==> src/rtl/knn_mem_pkg.sv <==
// Shared constants and memory command type for the kNN local URAM buffer.
package knn_mem_pkg;

  localparam int KNN_DATA_WIDTH = 256;
  localparam int KNN_ADDR_WIDTH = 11;

  typedef struct packed {
    logic [KNN_ADDR_WIDTH-1:0] addr;
    logic [KNN_DATA_WIDTH-1:0] data;
    logic                      we;
    logic                      ce;
  } mem_cmd_t;

endpackage

==> src/rtl/knn_resp_fifo.sv <==
// Show-ahead response FIFO: dout always presents the head entry while not empty.
module knn_resp_fifo #(
  parameter int WIDTH = 256,
  parameter int DEPTH = 4
) (
  input  logic             clk,
  input  logic             reset_n,
  input  logic             push,
  input  logic [WIDTH-1:0] din,
  input  logic             pop,
  output logic [WIDTH-1:0] dout,
  output logic             full,
  output logic             empty
);

  localparam int AW = (DEPTH > 1) ? $clog2(DEPTH) : 1;
  localparam int CW = $clog2(DEPTH + 1);

  logic [WIDTH-1:0] store [DEPTH];
  logic [AW-1:0]    wr_ptr, rd_ptr;
  logic [CW-1:0]    count;
  logic             do_push, do_pop;

  assign empty   = (count == '0);
  assign full    = (count == CW'(DEPTH));
  assign do_pop  = pop && !empty;
  assign do_push = push && (!full || do_pop);
  assign dout    = store[rd_ptr];

  // Pointers wrap explicitly so DEPTH need not be a power of two.
  function automatic logic [AW-1:0] bump(input logic [AW-1:0] p);
    return (p == AW'(DEPTH - 1)) ? '0 : p + AW'(1);
  endfunction

  always_ff @(posedge clk or negedge reset_n) begin
    if (!reset_n) begin
      wr_ptr <= '0;
      rd_ptr <= '0;
      count  <= '0;
    end else begin
      if (do_push) wr_ptr <= bump(wr_ptr);
      if (do_pop)  rd_ptr <= bump(rd_ptr);
      if (do_push && !do_pop)      count <= count + CW'(1);
      else if (do_pop && !do_push) count <= count - CW'(1);
    end
  end

  always_ff @(posedge clk) begin
    if (do_push) store[wr_ptr] <= din;
  end

endmodule

==> src/rtl/knn_local_mem_arbiter.sv <==
// Single-port URAM arbiter: read/write sharing, read-latency tagging, credited response FIFO.
// Define KNN_ARB_RR_EN for round-robin arbitration; default is fixed read-over-write priority.
module knn_local_mem_arbiter
  import knn_mem_pkg::*;
#(
  parameter int DATA_WIDTH   = KNN_DATA_WIDTH,
  parameter int ADDR_WIDTH   = KNN_ADDR_WIDTH,
  parameter int READ_LATENCY = 2,
  parameter int RESP_DEPTH   = 4
) (
  input  logic                  clk,
  input  logic                  reset_n,
  input  logic                  wr_valid,
  output logic                  wr_ready,
  input  logic [ADDR_WIDTH-1:0] wr_addr,
  input  logic [DATA_WIDTH-1:0] wr_data,
  input  logic                  rd_valid,
  output logic                  rd_ready,
  input  logic [ADDR_WIDTH-1:0] rd_addr,
  output logic                  rsp_valid,
  input  logic                  rsp_ready,
  output logic [DATA_WIDTH-1:0] rsp_data,
  output logic [ADDR_WIDTH-1:0] mem_address0,
  output logic                  mem_ce0,
  output logic                  mem_we0,
  output logic [DATA_WIDTH-1:0] mem_d0,
  input  logic [DATA_WIDTH-1:0] mem_q0
);

  localparam int CW = $clog2(RESP_DEPTH + 1);

  mem_cmd_t                cmd_q;
  logic [CW-1:0]           credits;
  logic [READ_LATENCY-1:0] inflight;
  logic                    active;
  logic                    rd_elig, rd_acc, wr_acc;
  logic                    rsp_push, rsp_pop, fifo_full, fifo_empty;

  assign rd_elig = rd_valid && (credits != '0);
  assign rd_acc  = rd_valid && rd_ready;
  assign wr_acc  = wr_valid && wr_ready;

`ifdef KNN_ARB_RR_EN
  logic wr_elig, pick_wr;

  assign wr_elig  = wr_valid;
  assign rd_ready = active && rd_elig && (!wr_elig || !pick_wr);
  assign wr_ready = active && wr_elig && (!rd_elig || pick_wr);

  always_ff @(posedge clk or negedge reset_n) begin
    if (!reset_n)    pick_wr <= 1'b0;
    else if (rd_acc) pick_wr <= 1'b1;
    else if (wr_acc) pick_wr <= 1'b0;
  end
`else
  assign rd_ready = active && (credits != '0);
  assign wr_ready = active && !rd_elig;
`endif

  // A credit comes back the cycle after its pop, so the loop is READ_LATENCY+3 cycles long.
  always_ff @(posedge clk or negedge reset_n) begin
    if (!reset_n) begin
      cmd_q    <= '0;
      active   <= 1'b0;
      credits  <= CW'(RESP_DEPTH);
      inflight <= '0;
    end else begin
      active   <= 1'b1;
      cmd_q.ce <= rd_acc || wr_acc;
      cmd_q.we <= wr_acc;
      if (rd_acc)      cmd_q.addr <= KNN_ADDR_WIDTH'(rd_addr);
      else if (wr_acc) cmd_q.addr <= KNN_ADDR_WIDTH'(wr_addr);
      if (wr_acc)      cmd_q.data <= KNN_DATA_WIDTH'(wr_data);
      inflight <= (inflight << 1) | READ_LATENCY'(cmd_q.ce && !cmd_q.we);
      case ({rd_acc, rsp_pop})
        2'b10:   credits <= credits - CW'(1);
        2'b01:   credits <= credits + CW'(1);
        default: credits <= credits;
      endcase
    end
  end

  assign mem_address0 = cmd_q.addr[ADDR_WIDTH-1:0];
  assign mem_d0       = cmd_q.data[DATA_WIDTH-1:0];
  assign mem_ce0      = cmd_q.ce;
  assign mem_we0      = cmd_q.we;

  assign rsp_push  = inflight[READ_LATENCY-1];
  assign rsp_valid = !fifo_empty;
  assign rsp_pop   = rsp_valid && rsp_ready;

  knn_resp_fifo #(
    .WIDTH (DATA_WIDTH),
    .DEPTH (RESP_DEPTH)
  ) u_resp_fifo (
    .clk     (clk),
    .reset_n (reset_n),
    .push    (rsp_push),
    .din     (mem_q0),
    .pop     (rsp_pop),
    .dout    (rsp_data),
    .full    (fifo_full),
    .empty   (fifo_empty)
  );

  assert property (@(posedge clk) disable iff (!reset_n) !(rsp_push && fifo_full && !rsp_pop));

endmodule

==> config.mk <==
export PLATFORM = sky130hd
export DESIGN_NAME = knn_local_mem_arbiter
export DESIGN_NICKNAME = d
export VERILOG_FILES = /design/src/rtl/knn_mem_pkg.sv /design/src/rtl/knn_resp_fifo.sv /design/src/rtl/knn_local_mem_arbiter.sv
export SDC_FILE = /design/constraint.sdc
export NUM_CORES = 1
export LEC_CHECK = 0
export CAP_MARGIN = 30
export CORE_AREA = 2 2 420 422
export DETAILED_ROUTE_END_ITERATION = 12
export DIE_AREA = 0 0 422 424
export PLACE_DENSITY_LB_ADDON = 0.08
export SETUP_SLACK_MARGIN = 0.4
export SLEW_MARGIN = 20
export SYNTH_ARGS = -nofsm -noshare
export SYNTH_HDL_FRONTEND = slang
export SYNTH_SLANG_ARGS = --single-unit
==> constraint.sdc <==
create_clock -name clk -period 11.21 [get_ports clk]
set_clock_uncertainty 0.15 [all_clocks]
set_input_delay 1.6815 -clock clk [delete_from_list [all_inputs] [get_ports clk]]
set_output_delay 1.6815 -clock clk [all_outputs]
set_load 0.02 [all_outputs]
==> flow_summary.yaml, run 1 <==
die:
  core_um2: 175000
  die_h_um: 424
  num_io_pins: 1067
  initial_core_util: 0.2776
  num_rows: 154
  dieArea_um2: 178900
  die_x_um: 422
layout:
  area_delta_synth_final_pct: 37.23
  nets: 3681
  drive_above_1_share: 0.2360
synth:
  synth_nets: 2526
  ys_seq_elements: 1306
  yosysSeqAreaShare: 0.7784
  synth_top_area_frac: 0.6331
  yosys.area.top_type: "edfxtp_1"
  syn_area_um2: 48570
  synthTopCellsByArea: "edfxtp_1 63%, dfrtp_1 14%, mux4_2 12%, mux2_4 6.2%, mux2_2 1.4%"
  avgSynthCellArea_um2: 24.56
  synthCells: 1978
  yosysWarningCount: 0
  post_synth_num_cell_types: 30
global_routing:
  grt_max_degree: 137
  gr-total-overflow: 0
  grt_pass1_wl_um: 215200
  grt_usage: 0.1724
  grt_pass1_vias: 26640
  antenna_found_initial: 98
detailed_routing:
  ant_nets: 0
  vias: 24740
  drt_iter0_markers: 1491
  routed.top_layer: "met5"
  routed-wl-met2_um: 77580
  via_per_inst: 4.404
  wl_per_cell_um: 28.00
  wl_um: 157300
  drt_pass1_iterations: 5
  drt-met1-wl_um: 60400
  met3_length_um: 12840
  remaining_drc_errors: 0
cts:
  clock_path_buffers: 3
  cts_setup_buffers: 0
  clock_latency_ps: 780
  cts_tree: "yes"
  clkSinkCount: 1306
  clkTransAtPathRegs_ps: 60
  cts_resized: 0
  htreeDepth: 4
  clockRootBuffer: "clkbuf_16"
  numCtsBuffers: 153
  cts_hold_buf: 0
pwr:
  cellLeakagePower_nw: 22.87
  power.density_nw_per_um2: 269.4
  power_mw: 17.95
  irDropWorstVdd_mv: 0.1798
placed_design:
  place_hpwl_um: 109400
  gp_congestion: 0.9157
  port_buffers: 1066
sta:
  worst_slew_pin_slew_ps: 1135
  slew-limit-headroom: 0.2434
  finalSetupViolations: 0
  setup_tns_ps: 0
  final.period_utilization: 0.5446
  fmax_mhz: 163.8
  slew_viol_final: 0
  min_period_ps: 6105
  finalHoldViolCount: 0
  hold_ws_ps: 221.9
  rsz0062_at_grt: "false"
worst_setup_path:
  crit_path_start_kind: "register"
  cp.required_ps: 9380
  crit_path_max_fanout: 136
  end_kind: "output port"
  cp.arrival_ps: 4270
  critPathKind: "reg -> out"
flow_run:
  max_cap_viol_count: 0
worst_hold_path:
  hp-class: "reg -> reg"
outcome:
  status: "finished, final reports clean"
-- flip-flops by register name (all words and copies together) (netlist names) --
register and count:
inflight 2, active 1, mem_we0 1, mem_address0 11, u_resp_fifo.count 3, u_resp_fifo.store 1024
u_resp_fifo.wr_ptr 2, credits 3, mem_d0 256, u_resp_fifo.rd_ptr 2, mem_ce0 1
-- synth_stat cells --
cell type / number
mux4_2: 256
nor2_1: 4
a21oi_1: 1
mux2_2: 62
o31a_1: 1
dfrtp_1: 281
clkbuf_1: 12
ha_1: 7
buf_12: 22
and3_1: 1
nor2b_1: 1
xor2_1: 3
conb_1: 1
buf_4: 5
o31ai_2: 1
or3_1: 1
a221o_1: 11
buf_1: 13
mux2_4: 200
fa_1: 2
inv_1: 8
edfxtp_1: 1024
xnor2_1: 3
buf_2: 34
o41a_1: 1
and2_1: 16
dfstp_2: 1
o311a_1: 1
nand2_1: 1
buf_6: 4
-- critical path: stages, from the launching register on --
cell and delay [ps]:
dfrtp_4 660, buf_4 700, buf_12 580, mux4_2 380, clkdlybuf4s50_1 780
-- layout make-up --
type | instances | area [um^2]
Tap cell | 2340 | 2928
Fill cell | 16000 | 108300
Sequential cell | 1306 | 37820
Clock inverter | 85 | 683.2
Timing Repair Buffer | 1090 | 11090
Multi-Input combinational cell | 574 | 9961
Inverter | 8 | 30.03
Antenna cell | 23 | 57.56
Clock buffer | 191 | 4095
-- power by group --
| part | leakage, nW | switching [mW] | internal, mW | total, mW |
|---|---|---|---|---|
| clock | 2.33 | 1.98 | 2.77 | 4.75 |
| combinational | 7.87 | 3.44 | 3.10 | 6.54 |
| sequential | 12.7 | 0.402 | 6.26 | 6.66 |
-- final timing paths --
kind                       cells after the start  slack, ps                               from                      end
setup / recovery                               4       5110  u_resp_fifo.rd_ptr[1]$_DFFE_PN0P_            rsp_data[209]
hold / removal                                 0        220              inflight[0]$_DFF_PN0_    inflight[1]$_DFF_PN0_
setup reg to reg                               6       7420             credits[1]$_DFFE_PN0P_  mem_d0[229]$_DFFE_PN0P_
hold reg to reg                                0        220              inflight[0]$_DFF_PN0_    inflight[1]$_DFF_PN0_
max in group asynchronous                      3       7830                            reset_n   mem_d0[71]$_DFFE_PN0P_
min in group asynchronous                      1        850                            reset_n  mem_d0[151]$_DFFE_PN0P_
-- metrics by stage --
| step | setup WS [ps] | area [um^2] | instances | util |
|---|---|---|---|---|
| 2_1_floorplan | 2652 | 48570 | 1978 | - |
| 3_3_place_gp | 5805 | 61710 | 5314 | 0.3527 |
| 3_5_place_dp | 5750 | 61760 | 5316 | 0.3530 |
| 4_1_cts | 4972 | 66540 | 5592 | 0.3803 |
| 5_1_grt | 4895 | 66630 | 5606 | 0.3808 |
| 6_report | 5105 | 66660 | 5617 | 0.3810 |
-- cells by family after synthesis --
group | Yosys count | synth area share
flip-flops | 1306 | 0.7784
multiplexers | 518 | 0.1949
buffers and inverters | 98 | 0.01682
XOR/XNOR | 6 | 0.001082
AO/OA/AOI/OAI | 16 | 0.003246
AND/OR/NAND/NOR | 24 | 0.002834
adder cells (fa/ha/maj) | 9 | 0.002628
other | 1 | 0.00007721
-- layer usage --
metal / vias up / global-route usage
met5: - / 0
met2: 884 / 0.2830
li1: 10520 / -
met3: 349 / 0.06297
met4: 76 / 0.07417
met1: 12910 / 0.2032
-- cells in the final DEF, fill, tap and decap left out, drive strengths merged --
cell | synthesis | layout
or3 | 1 | 1
dfrtp | 281 | 281
o31a | 1 | 1
nand2 | 1 | 1
xnor2 | 3 | 3
mux2 | 262 | 262
nor2b | 1 | 1
and3 | 1 | 1
and2 | 16 | 16
clkdlybuf4s50 | 0 | 1065
a21oi | 1 | 1
mux4 | 256 | 256
clkinvlp | 0 | 7
edfxtp | 1024 | 1024
dfstp | 1 | 1
diode | 0 | 23
conb | 1 | 1
o31ai | 1 | 1
nor2 | 4 | 4
fa | 2 | 2
clkbuf | 12 | 191
o41a | 1 | 1
a221o | 11 | 11
buf | 78 | 25
o311a | 1 | 1
ha | 7 | 7
inv | 8 | 15
bufinv | 0 | 8
clkinv | 0 | 63
xor2 | 3 | 3
No activity file was read; power rests on OpenSTA's default activity.
==> run 2, diff against run 1 <==
clock period = 5 ns   (was 11.21 ns; I/O delays follow)
==> flow_summary.yaml, run 2 (synthesized netlist as in run 1, its figures left out) <==
detailed_routing:
  wl_um: 162200
  drt_pass1_iterations: 7
  wl_per_cell_um: 28.65
  via_per_inst: 4.440
  vias: 25130
  ant_nets: 0
  drt_iter0_markers: 1478
  remaining_drc_errors: 0
pwr:
  irDropWorstVdd_mv: 0.3119
  cellLeakagePower_nw: 23.16
  power.density_nw_per_um2: 606.5
layout:
  regMostFlops: "u_resp_fifo.store"
  nets: 3727
  final_cell_area_um2: 67200
  fin_util: 0.3841
  layout_commonest_cell: "clkdlybuf4s50_1"
  drive_above_1_share: 0.2452
  largest_reg_flops: 1024
  final_cell_mix: "1065 x clkdlybuf4s50_1, 1024 x edfxtp_1, 279 x dfrtp_1"
  area_delta_synth_final_pct: 38.36
cts:
  cts_tree: "yes"
  clock_latency_ps: 770
  clockRootBuffer: "clkbuf_16"
  clkSinkCount: 1306
  clock_path_buffers: 3
  htreeDepth: 4
  clkTransAtPathRegs_ps: 60
  cts_resized: 0
  numCtsBuffers: 153
sta:
  setup_tns_ps: 0
  worst_slew_pin_slew_ps: 833.4
  slew-limit-headroom: 0.4444
  min_period_ps: 4367
  final.period_utilization: 0.8733
  rsz0062_at_grt: "false"
  fmax_mhz: 229.0
  slew_viol_final: 0
  finalHoldViolCount: 0
  finalSetupViolations: 0
placed_design:
  place_hpwl_um: 114800
  port_buffers: 1066
  gp_congestion: 0.9080
  placed_area_um2: 62320
global_routing:
  grt_max_degree: 95
  grt_pass1_vias: 27010
  grt_pass1_wl_um: 222800
  grt_usage: 0.1776
  gr-total-overflow: 0
  antenna_found_initial: 71
die:
  initial_core_util: 0.2776
  dieArea_um2: 178900
  die_h_um: 424
  num_rows: 154
  core_um2: 175000
  die_x_um: 422
  num_io_pins: 1067
worst_hold_path:
  hp-class: "reg -> reg"
worst_setup_path:
  cp.arrival_ps: 3470
  crit_path_start_kind: "register"
  cp.required_ps: 4100
  end_kind: "output port"
  critPathMaxStageDelay_ps: 910
  path_buf_inv: 2
  critPathKind: "reg -> out"
  crit_chain: "buf_12, mux4_2, clkdlybuf4s50_1"
  crit_path_max_fanout: 53
  crit_family: "buffers and inverters"
  critPathSlowestCell: "dfrtp_4"
flow_run:
  max_cap_viol_count: 0
outcome:
  status: "finished, final reports clean"
[run 2: cell types whose count changed in the layout (fill, tap and decap cells not counted), moves of 2 or more]
cell / delta
buf_12: +18
buf_16: -3
buf_4: +30
clkbuf_1: +16
clkbuf_8: +3
clkinv_1: -12
clkinv_2: -6
clkinvlp_4: -3
diode_2: -2
[run 2: layout make-up]
| class | count | area (um^2) |
|---|---|---|
| inverters | 8 | 30.03 |
| flip-flops and latches | 1306 | 37820 |
| multi-input cells | 574 | 9965 |
| repair buffers | 1136 | 11600 |
| fillers | 15940 | 107800 |
| clock inverters | 64 | 590.6 |
| diodes | 21 | 52.55 |
| clock buffers | 211 | 4222 |
| well taps | 2340 | 2928 |
[run 2: per-stage QoR]
stage	instances	hold WS (ps)	power, mW	worst slack, ps
after detailed placement	5363	224.4	30.55	1330
final	5660	234.9	40.76	633.3
after CTS	5639	236.6	41.60	415.4
after global routing	5645	241.3	42.42	403.5
after global placement	5362	197.9	30.50	1319
after floorplan	1978	181.2	22.77	261.2
[run 2: worst register-to-register path, delay by kind of cell (launching register included)]
kind                   cells  cell delay (ps)
and+or+nand+nor            1              750
buffers and inverters      2              600
DFF                        1              370
AOI/OAI and AO/OA          1              330
[run 2: what timing repair did]
action / in CTS / in global routing
setup buffers: 0 / 0
hold buffers: 1 / 0
endpoints found under the hold margin: 66 / 0
[run 2: power by group]
group,switching [mW],internal (mW)
clock network,4.43,6.36
registers,0.979,14.0
logic,7.85,7.14
[run 2: metal layers]
layer / track usage / vias up / share of wire
li1: - / 10570 / -
met1: 0.2188 / 13420 / 0.40
met2: 0.2983 / 849 / 0.50
met3: 0.05796 / 253 / 0.071
met4: 0.04905 / 36 / 0.022
met5: 0 / - / 0.0014
[run 2: worst paths after layout]
path                                              startpoint                                  end  slack, ps  cells past startpoint
max in group asynchronous                            reset_n              mem_d0[247]$_DFFE_PN0P_       3190                      3
min in group asynchronous                            reset_n               mem_d0[65]$_DFFE_PN0P_        390                      2
hold reg to reg                        inflight[0]$_DFF_PN0_                inflight[1]$_DFF_PN0_        230                      0
setup / recovery           u_resp_fifo.rd_ptr[0]$_DFFE_PN0P_                         rsp_data[18]        630                      3
setup reg to reg            u_resp_fifo.count[2]$_DFFE_PN0P_  u_resp_fifo.store[0][221]$_DFFE_PP_       2390                      4
hold / removal                         inflight[0]$_DFF_PN0_                inflight[1]$_DFF_PN0_        230                      0
==> run 3, diff against run 2 <==
ABC_AREA = 1   (was not set)
==> flow_summary.yaml, run 3 <==
outcome:
  status: "finished, final reports clean"
cts:
  cts_tree: "yes"
  clock_path_buffers: 3
  htreeDepth: 4
  clkTransAtPathRegs_ps: 60
  numCtsBuffers: 156
  clkSinkCount: 1306
  clock_latency_ps: 790
  clockRootBuffer: "clkbuf_16"
synth:
  synthFlopType: "edfxtp_1"
  synthTopCellsByArea: "edfxtp_1 63%, dfrtp_1 14%, nand2_1 6.3%, o21ai_0 5.3%, nor2_1 4.0%"
  synth_xor_area_frac: 0.0007192
  muxShareOfSynthArea: 0.0004624
  synth_top_family_by_area: "simple AND/OR/NAND/NOR gates"
  syn_area_um2: 48710
  yosys.area_share.simple: 0.1070
  yosys.area.top_type: "edfxtp_1"
  synth-edff-count: 1024
  synth_nets: 4270
  synth_compound_area_frac: 0.08631
  netlist_top_cells_count: "1024 x edfxtp_1, 823 x nand2_1, 523 x nor2_1"
  synthAdderAreaFrac: 0.002620
  yosysSeqAreaShare: 0.7762
  post-synth-top-count-cell: "edfxtp_1"
  synthCells: 3722
  post_synth_num_cell_types: 27
  synth_top_area_frac: 0.6313
  async_flop_share: 0.2159
  ys_seq_elements: 1306
  avgSynthCellArea_um2: 13.09
  yosysWarningCount: 0
placed_design:
  gp_congestion: 0.8249
  port_buffers: 1066
  post-place-ws_ps: 1272
  place_hpwl_um: 113900
sta:
  fmax_mhz: 229.5
  hold_ws_ps: 204.7
  min_period_ps: 4357
  finalSetupViolations: 0
  slew-limit-headroom: 0.3015
  setup_ws_ps: 643.1
  worst_slew_pin_slew_ps: 1048
  rsz0062_at_grt: "false"
  slew_viol_final: 0
  final.period_utilization: 0.8714
  setup_tns_ps: 0
  finalHoldViolCount: 0
detailed_routing:
  wl_um: 174800
  ant_nets: 0
  drt_iter0_markers: 2209
  drt_pass1_iterations: 5
  remaining_drc_errors: 0
  via_per_inst: 4.573
  wl_per_cell_um: 24.00
  vias: 33310
pwr:
  swShare: 0.3687
  power_mw: 41.10
  power.share.sequential: 0.348
  pwr-share-comb: 0.382
  power.density_nw_per_um2: 611.5
  irDropWorstVdd_mv: 0.3613
  power.switching_mw: 15.15
  cellLeakagePower_nw: 24.34
  clockPowerShare: 0.270
  internal_power_mw: 25.95
global_routing:
  grt_max_degree: 172
  grt_usage: 0.1892
  grt_pass1_wl_um: 245000
  antenna_found_initial: 104
  gr-total-overflow: 0
  grt_pass1_vias: 32490
layout:
  fin_util: 0.3842
  area_delta_synth_final_pct: 37.99
  final_cell_mix: "1065 x clkdlybuf4s50_1, 1024 x edfxtp_1, 821 x nand2_1"
  regMostFlops: "u_resp_fifo.store"
  layout_commonest_cell: "clkdlybuf4s50_1"
  nets: 5323
  fillers: 17060
  drive_above_1_share: 0.06012
  largest_reg_flops: 1024
worst_setup_path:
  crit_path_start_kind: "register"
  end_kind: "output port"
  cp.required_ps: 4100
  r2r_slack_ps: 1760
  cp.arrival_ps: 3460
  critPathKind: "reg -> out"
  crit_path_max_fanout: 164
die:
  die_h_um: 424
  die_x_um: 422
  initial_core_util: 0.2784
  num_io_pins: 1067
  core_um2: 175000
  dieArea_um2: 178900
  num_rows: 154
flow_run:
  max_cap_viol_count: 0
worst_hold_path:
  hp-class: "reg -> reg"
==> run 3: power by group through the flow <==
stage	clock network [mW]	logic [mW]	registers, mW
6_report	11.1	15.7	14.3
3_5_place_dp	0	15.9	14.5
5_1_grt	11.8	16.9	14.5
2_1_floorplan	0	6.93	15.4
4_1_cts	11.4	16.1	14.3
3_3_place_gp	0	16.0	14.5
==> run 3: repair_timing <==
action,CTS,global route
endpoints found under the setup margin,1,74
hold buffers,1,0
gates resized for setup,0,2
endpoints found under the hold margin,89,0
buffers inserted,0,1
cloned,1,0
==> run 3: final timing paths <==
path                       cells past startpoint                      end                         startpoint
setup / recovery                               4            rsp_data[133]  u_resp_fifo.rd_ptr[0]$_DFFE_PN0P_
hold / removal                                 0    inflight[1]$_DFF_PN0_              inflight[0]$_DFF_PN0_
setup reg to reg                               8   mem_d0[51]$_DFFE_PN0P_             credits[0]$_DFFE_PN0P_
hold reg to reg                                0    inflight[1]$_DFF_PN0_              inflight[0]$_DFF_PN0_
max in group asynchronous                      3   mem_d0[85]$_DFFE_PN0P_                            reset_n
min in group asynchronous                      2  mem_d0[228]$_DFFE_PN0P_                            reset_n
==> run 3: cell type report <==
class	instances	area, um^2	area share
clock inverter	79	784.5	0.01167
inverter	19	102.6	0.001526
clock buffer	211	4253	0.06327
multi-input combinational	2164	9651	0.1436
timing repair inverter	1	8.758	0.0001303
sequential	1306	37820	0.5626
antenna	37	92.59	0.001378
timing repair buffer	1127	11580	0.1723
tap	2340	2928	0.04356
==> run 3: routing by layer <==
metal	global-route usage	vias up	part of all wire	wire length [um]
li1	-	15430	-	-
met1	0.2050	16520	0.37	64410
met2	0.3330	987	0.52	91320
met3	0.06247	338	0.070	12270
met4	0.08857	34	0.038	6594
met5	0	-	0.0012	207
==> run 3: critical path, stage by stage (launching register included) <==
cell             delay (ps)
dfrtp_4                 770
buf_16                  400
o21ai_0                 200
o22ai_1                 220
clkdlybuf4s50_1         760
==> run 3: cell families after synthesis <==
kind of cell,Yosys count
other,1
buffers and inverters,252
multiplexers,2
AO/OA/AOI/OAI,776
adder cells (fa/ha/maj),9
XOR/XNOR,4
flip-flops,1306
AND/OR/NAND/NOR,1372
==> run 3: metrics by stage <==
stage / std cells / area [um^2]
final: 7284 / 67210
after global routing: 7277 / 67200
after CTS: 7246 / 67090
after detailed placement: 6954 / 62030
after global placement: 6953 / 62010
after floorplan: 3722 / 48760
